## config.mk

```make
export PLATFORM = sky130hd
export DESIGN_NAME = msg_serializer
export DESIGN_NICKNAME = d
export VERILOG_FILES = /design/src/rtl/msg_serializer_pkg.sv /design/src/rtl/msg_serializer.sv
export SDC_FILE = /design/constraint.sdc
export NUM_CORES = 1
export LEC_CHECK = 0
export ABC_CLOCK_PERIOD_IN_PS = 2450
export BUFFER_PORTS_ARGS = -buffer_cell sky130_fd_sc_hd__clkbuf_2
export CORE_MARGIN = 2
export CORE_UTILIZATION = 47
export DETAILED_ROUTE_END_ITERATION = 8
export HOLD_SLACK_MARGIN = 0.15
export PLACE_DENSITY = 0.72
export SETUP_SLACK_MARGIN = 0.3
export SYNTH_ARGS = -nofsm -noshare
export SYNTH_HDL_FRONTEND = slang
export SYNTH_SLANG_ARGS = --single-unit
```

## constraint.sdc

```tcl
create_clock -name clk -period 2.45 [get_ports clk]
set_input_delay 0.3675 -clock clk [delete_from_list [all_inputs] [get_ports clk]]
set_output_delay 0.3675 -clock clk [all_outputs]
set_load 0.02 [all_outputs]
```

## src/rtl/msg_serializer_pkg.sv

```systemverilog
// Shared definitions for the message serializer: state encoding, beat tags,
// packet lengths and the beat-to-tag mapping used by the output mux.
package msg_serializer_pkg;

  typedef enum logic {
    IDLE = 1'b0,
    SEND = 1'b1
  } state_e;

  localparam logic [1:0] TAG_RS_MSG  = 2'd0;
  localparam logic [1:0] TAG_RT_MSG  = 2'd1;
  localparam logic [1:0] TAG_RT_DATA = 2'd2;
  localparam logic [1:0] TAG_RD_DATA = 2'd3;

  localparam int MSG_BEATS  = 4;
  localparam int DATA_BEATS = 2;

  // A message packet walks the tags 0..3 in order, while a data packet only
  // carries the last two fields, so its tag is the beat index shifted by two.
  function automatic logic [1:0] beatTag(input logic fp, input logic [1:0] beat);
    return fp ? beat : (beat + TAG_RT_DATA);
  endfunction

endpackage

```

## src/rtl/msg_serializer.sv

```systemverilog
// Serializes one captured operand/message bundle into a stream of 32-bit
// beats. FP bundles go out as four beats (Rs_MSG, Rt_MSG, Rt_data, Rd_data),
// plain data bundles as two beats (Rt_data, Rd_data). A new bundle can be
// taken on the last beat so back-to-back packets leave with no idle cycle.
module msg_serializer
  import msg_serializer_pkg::*;
#(
  parameter int DATA_W = 32,
  parameter int TAG_W  = 2
) (
  input  logic              clk,
  input  logic              rst,
  input  logic              in_valid,
  output logic              in_ready,
  input  logic              FP,
  input  logic [DATA_W-1:0] Rs_MSG,
  input  logic [DATA_W-1:0] Rt_data_ID,
  input  logic [DATA_W-1:0] Rt_MSG,
  input  logic [DATA_W-1:0] Rd_data_ID,
  output logic              out_valid,
  input  logic              out_ready,
  output logic [DATA_W-1:0] out_word,
  output logic [TAG_W-1:0]  out_tag,
  output logic              out_last,
  output logic              busy
);

  state_e            state_q;
  logic [1:0]        beat_q;
  logic [1:0]        beat_d;
  logic              fp_q;
  logic [DATA_W-1:0] rsMsg_q;
  logic [DATA_W-1:0] rtMsg_q;
  logic [DATA_W-1:0] rtData_q;
  logic [DATA_W-1:0] rdData_q;

  logic              sending;
  logic              lastBeat;
  logic              accept;
  logic              beatDone;
  logic [1:0]        curTag;
  logic [DATA_W-1:0] curWord;

  // Select the field for the current beat and decide whether it closes the packet.
  always_comb begin
    sending  = (state_q == SEND);
    curTag   = beatTag(fp_q, beat_q);
    lastBeat = fp_q ? (beat_q == 2'(MSG_BEATS - 1)) : (beat_q == 2'(DATA_BEATS - 1));
    beat_d   = beat_q + 2'd1;
    curWord  = '0;
    case (curTag)
      TAG_RS_MSG:  curWord = rsMsg_q;
      TAG_RT_MSG:  curWord = rtMsg_q;
      TAG_RT_DATA: curWord = rtData_q;
      TAG_RD_DATA: curWord = rdData_q;
      default:     curWord = '0;
    endcase
  end

  // Outputs are gated by the state so nothing stale shows on the bus while idle.
  assign out_valid = sending;
  assign busy      = sending;
  assign out_word  = sending ? curWord : '0;
  assign out_tag   = sending ? TAG_W'(curTag) : '0;
  assign out_last  = sending & lastBeat;
  assign in_ready  = (state_q == IDLE) | (sending & lastBeat & out_ready);
  assign accept    = in_valid & in_ready;
  assign beatDone  = sending & out_ready;

  // Packet FSM: capture on accept, advance one beat per transfer, and either
  // chain straight into the next bundle or drop back to idle after the last beat.
  always_ff @(posedge clk) begin
    if (rst) begin
      state_q  <= IDLE;
      beat_q   <= '0;
      fp_q     <= 1'b0;
      rsMsg_q  <= '0;
      rtMsg_q  <= '0;
      rtData_q <= '0;
      rdData_q <= '0;
    end else begin
      if (accept) begin
        fp_q     <= FP;
        rsMsg_q  <= Rs_MSG;
        rtMsg_q  <= Rt_MSG;
        rtData_q <= Rt_data_ID;
        rdData_q <= Rd_data_ID;
      end
      case (state_q)
        IDLE: begin
          if (accept) begin
            state_q <= SEND;
            beat_q  <= '0;
          end
        end
        SEND: begin
          if (beatDone) begin
            if (lastBeat) begin
              beat_q  <= '0;
              state_q <= accept ? SEND : IDLE;
            end else begin
              beat_q <= beat_d;
            end
          end
        end
        default: begin
          state_q <= IDLE;
          beat_q  <= '0;
        end
      endcase
    end
  end

endmodule

```

Yosys cells after proc, flatten, opt, wreduce, memory -nomap -nowiden
Index checks and enable logic that the tools add are counted.
- add/subtract/negate cells: 2
- $mul: 0
- divide/modulo/power cells: 0
- $lt $le $gt $ge: 0
- equality and inequality tests: 7
- shift-type cells: 0
- multiplexer cells: 13
- bitwise gates (word level): 6
- reductions and logical operators: 2
- operators with widths (cell ; number):
    $pmux W32 S4 ; 1
    $mux W32 ; 1
    $mux W2 ; 5
    $eq A2 B2 Y1 const B ; 3
    $and A1 B1 Y1 ; 4
    $eq A2 B1 Y1 const B ; 2
    $mux W1 ; 4
    $pmux W2 S2 ; 1
    $add A2 B1 Y2 const B ; 1
    $add A2 B2 Y2 const B ; 1
    $logic_not A2 Y1 ; 1
    $ne A2 B1 Y1 const B ; 1
    $ne A2 B2 Y1 const B ; 1
    $pmux W1 S2 ; 1
    $reduce_and A2 Y1 ; 1
    $not A1 Y1 ; 1
    $or A1 B1 Y1 ; 1
- flip-flop bits (word level): 132
- latch bits: 0
- memory bits (writable): 0
- bits in read-only memories: 0
- bits of input ports: 133
- output and inout port bits: 38
- memories kept: 0

Logic depth before layout (Yosys ltp)
- word-level depth: 10
- depth in mapped cells: 5

Worst setup path before layout
OpenSTA, ideal clock, no wires.
- kind: reg-to-output
- from: register fp_q
- to: output port out_word[10]
- arrival: 1.627 ns
- setup slack: 0.456 ns
- cell stages (with the launch flop): 5
- cell sequence: dfxtp_1 -> xnor2_2 -> buf_6 -> mux4_2 -> and2_1
- longest elaborated chain between the ends: 4
- elaborated cells on any way between the ends: 7
- RTL lines (item ; line ; text):
    start, declared ; msg_serializer.sv:31 ; logic fp_q;
    start signal, assigned ; msg_serializer.sv:76 ; fp_q <= 1'b0;
    start signal, assigned ; msg_serializer.sv:83 ; fp_q <= FP;
    $mux W2 * ; msg_serializer_pkg.sv:21 ; return fp ? beat : (beat + TAG_RT_DATA);
    $eq A2 B2 Y1 (tied with other cells) ; msg_serializer.sv:51 ; case (curTag)
    $pmux W32 S4 * ; msg_serializer.sv:51 ;
    $mux W32 * ; msg_serializer.sv:63 ; assign out_word = sending ? curWord : '0;
    end, declared ; msg_serializer.sv:22 ; output logic [DATA_W-1:0] out_word,
Every way passes the cells marked *; elsewhere a longest branch is shown, timed or not.

Worst setup path in the final report
- from: register fp_q
- to: output port out_word[7]
Same word-level chain as after synthesis.

==> results <==
- Once detail routing completed, the nets flagged for antenna violations numbered 0.
- The layout filler cell count is 1217.
- The path class of the tightest hold or removal check is in -> reg.
- The flip-flop and latch count after synthesis is 132.
- The design draws 0.00589 W.
- The area of the mapped netlist is 0.00690 mm².
- Among the stages of the critical path, the cell type that occurs most often is sky130_fd_sc_hd__buf_6.
- Summed over its instances, the top area cell type makes up 38.3% of the synthesized netlist area.
- Once routing completed, OpenROAD measured the worst setup slack at -40.9 ps.
- The kind of end point of the critical path is a primary output.
- The highest clock rate is 401 MHz.
- Setup violations remaining at the end of the flow were counted as 15.
- Among all flip-flop cells after synthesis, the most frequent one is sky130_fd_sc_hd__dfxtp_1.
- The initial utilization of the core area, before any placement, comes to 47.8%.
- The number of hold-slack violations in the final timing report is 0.
- Data on the critical path arrives at its endpoint at 2120 ps.
- In the final layout, the multi-input gates occupy 0.00407 mm².
- Across the run, the number of max-cap violations was 0.
- The leakage power figure is 3.81 nW.
- The number of diodes is 0.
- The launch point of the worst hold path is Rt_MSG[8].
- For this run, design rule violations remaining after detail routing come to 0.
- The number of cells traversed by the worst hold path is 3.
- Subtracting the final worst setup slack from the clock period gives between 2000 and 2500 ps.
- The worst pin sits at a relative slew slack of 52.3%.
- The cell at the root of the clock tree is sky130_fd_sc_hd__clkbuf_16.
- The routed via count is 5048.
- Entering global routing, the biggest net connects 262 pins.
- In the post-synthesis netlist, the biggest area contributors are sky130_fd_sc_hd__dfxtp_1 38%, sky130_fd_sc_hd__nand2b_1 23%, sky130_fd_sc_hd__mux2i_1 19%.
- The synthesized netlist cell count is about 660.
- Dividing the detail-routed wire length by the instance count gives 15.4 µm.
- In this run the deepest clock path goes through 2 buffers.
- The endpoint identified for the worst register-to-register timing path is rsMsg_q[19]$_SDFFE_PP0P_.
- The count of buffers added on input and output ports is 170.
- The length of the first detailed-routing pass in iterations is 4.
- The CTS tree is done.
- Compared with the post-synthesis result, the final layout area differs by 29.0%.
- The delay of the slowest cell on the worst path is 500 ps.
- The depth of the most critical reg-to-reg path is 7.
- Of the available clock period, the critical path in the final layout requires 102%.
- The floorplan has 44 rows.
- The power per unit of standard cell area is 662 mW/mm².
- The max-slew violation count was 0.
- The die area is 0.0157 mm².
- The transition at the pin with the smallest max-transition slack is between 700 and 800 ps.
- The worst hold path endpoint is rtMsg_q[8]$_SDFFE_PP0P_.
- The number of buffers inserted during clock tree synthesis is 17.
- For this run, the post-layout net count is roughly 950.
- Global routing consumed, over all layers together, 19.5% of the routing resources.
- The region available for standard cell placement spans 0.0144 mm².
- The worst register-to-register path has a setup slack of 480 ps.
- The HPWL after detailed placement is 10.0 mm.
- The tree built by TritonCTS fans out to between 100 and 150 sinks.
- The maximum clock skew at final layout is 10.6 ps.
- The met2 routed wirelength is 7.51 mm.
- The launching point of the worst reg2reg path is fp_q$_SDFFE_PP0P_.
- The fraction of final layout cells sized beyond drive strength 1 is about 35%.
- The startpoint-to-endpoint class of the critical path is reg -> out.
- The die extent in x is between 100 and 150 µm.
- The top-level I/O count is between 150 and 200.
- Ranked by instance count, the synthesized netlist is headed by 257 x sky130_fd_sc_hd__nand2b_1, 132 x sky130_fd_sc_hd__dfxtp_1, 129 x sky130_fd_sc_hd__mux2i_1, 35 x sky130_fd_sc_hd__and2_1, 35 x sky130_fd_sc_hd__clkbuf_1.
- Detailed routing placed a total of 859 µm of wire on met3.
- The number of global-route vias before repair is 5130.
- The run finished, with violations left.
- On the critical path, the stage with the largest delay is an instance of sky130_fd_sc_hd__mux4_2.
- Global routing finished with a remaining overflow of 0.
- The count of routing violations after the opening detailed-route iteration is 284.
- The worst setup path is launched from a register.
- The initial antenna violation count is 0.
- The clock network latency to the later pin of the worst-skew pair is 410 ps.
- The placer's final routability congestion estimate is around 0.77.
- The wire length of the first global-routing pass is 24.9 mm.
- The share of the yosys chip area belonging to registers is 38.3%.
- The number of nets in the synthesized netlist is 792.
- For this run, asynchronously set or reset flops after synthesis account for 0%.
- The post-route setup TNS is -350 ps.
- In this run the top signal layer used is met4.
- Averaged over all synthesized cells, the footprint is 10.5 µm².
- The top cell type by total area after synthesis is sky130_fd_sc_hd__dfxtp_1.
- The number of vias per cell after detailed routing is 4.98.
- The total length of routed wires is around 16 mm.
- IR analysis of the VDD net gives a maximum drop of 0.521 mV.
- The synthesized design contains 0 enable-type register cells.
- The required time of the critical path is 2080 ps.
- Setup repair after global routing could not meet its margin everywhere.
- Synthesis instantiated 24 different standard cells from the library.
- Timing analysis after detailed placement gives a worst setup slack of 105 ps.
- The critical path goes through xnor2_4, buf_6, clkbuf_16, mux4_2, and2_4, buf_6.
- The biggest fanout along the worst timing path is 5.
- The final reports fail on negative setup slack.
- The floorplan step set the die height to 125 µm.
- The critical path contains buffers and inverters numbering 3 combined.
- The clock-pin slew reported for the worst setup and hold paths after clock tree synthesis is roughly 60 ps.
- The most repeated cell in the gate-level netlist after synthesis is sky130_fd_sc_hd__nand2b_1.
- Grouping stages by cell kind, the critical path spends the most delay in multiplexers.
- The number of warnings printed during yosys synthesis is 0.
- The clock tree synthesis step divided the H-tree into 4 levels.
- The met1 layer wirelength in the final routing is 7.07 mm.
- The final core utilization is approximately three fifths.
- The storage element area is 0.00265 mm².
layout make-up:
class                           instances  area share, %
Multi-Input combinational cell        471           45.8
Sequential cell                       132           29.8
Timing Repair Buffer                  193           14.8
Clock buffer                           20           5.25
Tap cell                              184           2.59
Clock inverter                         12           1.72
Inverter                                1         0.0422
worst min-delay path, stage by stage:
cell                       delay [ps]
sky130_fd_sc_hd__clkbuf_2          80
sky130_fd_sc_hd__nand2b_1          50
sky130_fd_sc_hd__mux2i_1           60
cells by family (layout without fill, tap and decap cells):
kind of cell | after synthesis | count (layout) | share of synthesized area, %
buffers and inverters | 56 | 226 | 4.21
XOR/XNOR | 2 | 2 | 0.363
AO/OA/AOI/OAI | 8 | 8 | 0.635
flip-flops | 132 | 132 | 38.3
multiplexers | 161 | 161 | 29.3
AND/OR/NAND/NOR | 300 | 300 | 27.1
timing repair:
item,CTS,global route
endpoints found under the setup margin,32,33
resized for setup,9,105
hold buffers,0,0
buffers inserted,6,1
pin swaps,2,4
gates cloned,1,1
layer usage:
layer,GRT usage (%),vias to the layer above
met5,0,-
met4,5.69,0
met3,6.33,10
met2,31.9,119
met1,24.8,2406
li1,-,2513
cell usage in the layout, fill, tap and decap left out, types with 2 or more instances in the layout:
master                         n
sky130_fd_sc_hd__a21oi_1       3
sky130_fd_sc_hd__and2_1        9
sky130_fd_sc_hd__and2_4       26
sky130_fd_sc_hd__buf_12        6
sky130_fd_sc_hd__buf_4        13
sky130_fd_sc_hd__buf_6        28
sky130_fd_sc_hd__bufinv_16     3
sky130_fd_sc_hd__clkbuf_16    18
sky130_fd_sc_hd__clkbuf_2    143
sky130_fd_sc_hd__clkbuf_8      4
sky130_fd_sc_hd__clkinv_2      3
sky130_fd_sc_hd__clkinvlp_4    4
sky130_fd_sc_hd__dfxtp_1     128
sky130_fd_sc_hd__dfxtp_2       2
sky130_fd_sc_hd__dfxtp_4       2
sky130_fd_sc_hd__mux2i_1     129
sky130_fd_sc_hd__mux4_1        3
sky130_fd_sc_hd__mux4_2       29
sky130_fd_sc_hd__nand2_1       2
sky130_fd_sc_hd__nand2b_1    257
sky130_fd_sc_hd__o21ai_0       2
per-stage QoR:
step / area [µm²] / cells / hold slack (ps)
2_1_floorplan: 6900 / 659 / 444
3_3_place_gp: 7900 / 972 / 455
3_5_place_dp: 7900 / 972 / 459
4_1_cts: 8630 / 1011 / 178
5_1_grt: 8890 / 1013 / 183
6_report: 8890 / 1013 / 197
worst max-delay path by stage:
stage,start,endpoint,cells after the start
after floorplan,fp_q$_SDFFE_PP0P_,out_word[10],4
after global placement,fp_q$_SDFFE_PP0P_,out_word[16],5
after global routing,fp_q$_SDFFE_PP0P_,out_word[10],6
final,fp_q$_SDFFE_PP0P_,out_word[7],6
after detailed placement,fp_q$_SDFFE_PP0P_,out_word[21],5
after CTS,beat_q[1]$_SDFFE_PP0P_,out_word[10],6
report_power, final:
part           internal (W)  switching, W  total (W)
Combinational      0.000499      0.000375   0.000874
Sequential          0.00229     0.0000908    0.00239
Clock               0.00168      0.000946    0.00263
registers in the layout (all words and copies together) (netlist names):
signal	count
rtData_q	32
beat_q	2
busy	1
fp_q	1
rtMsg_q	32
rsMsg_q	32
rdData_q	32
Note: power is estimated with default switching activity, not from simulation.
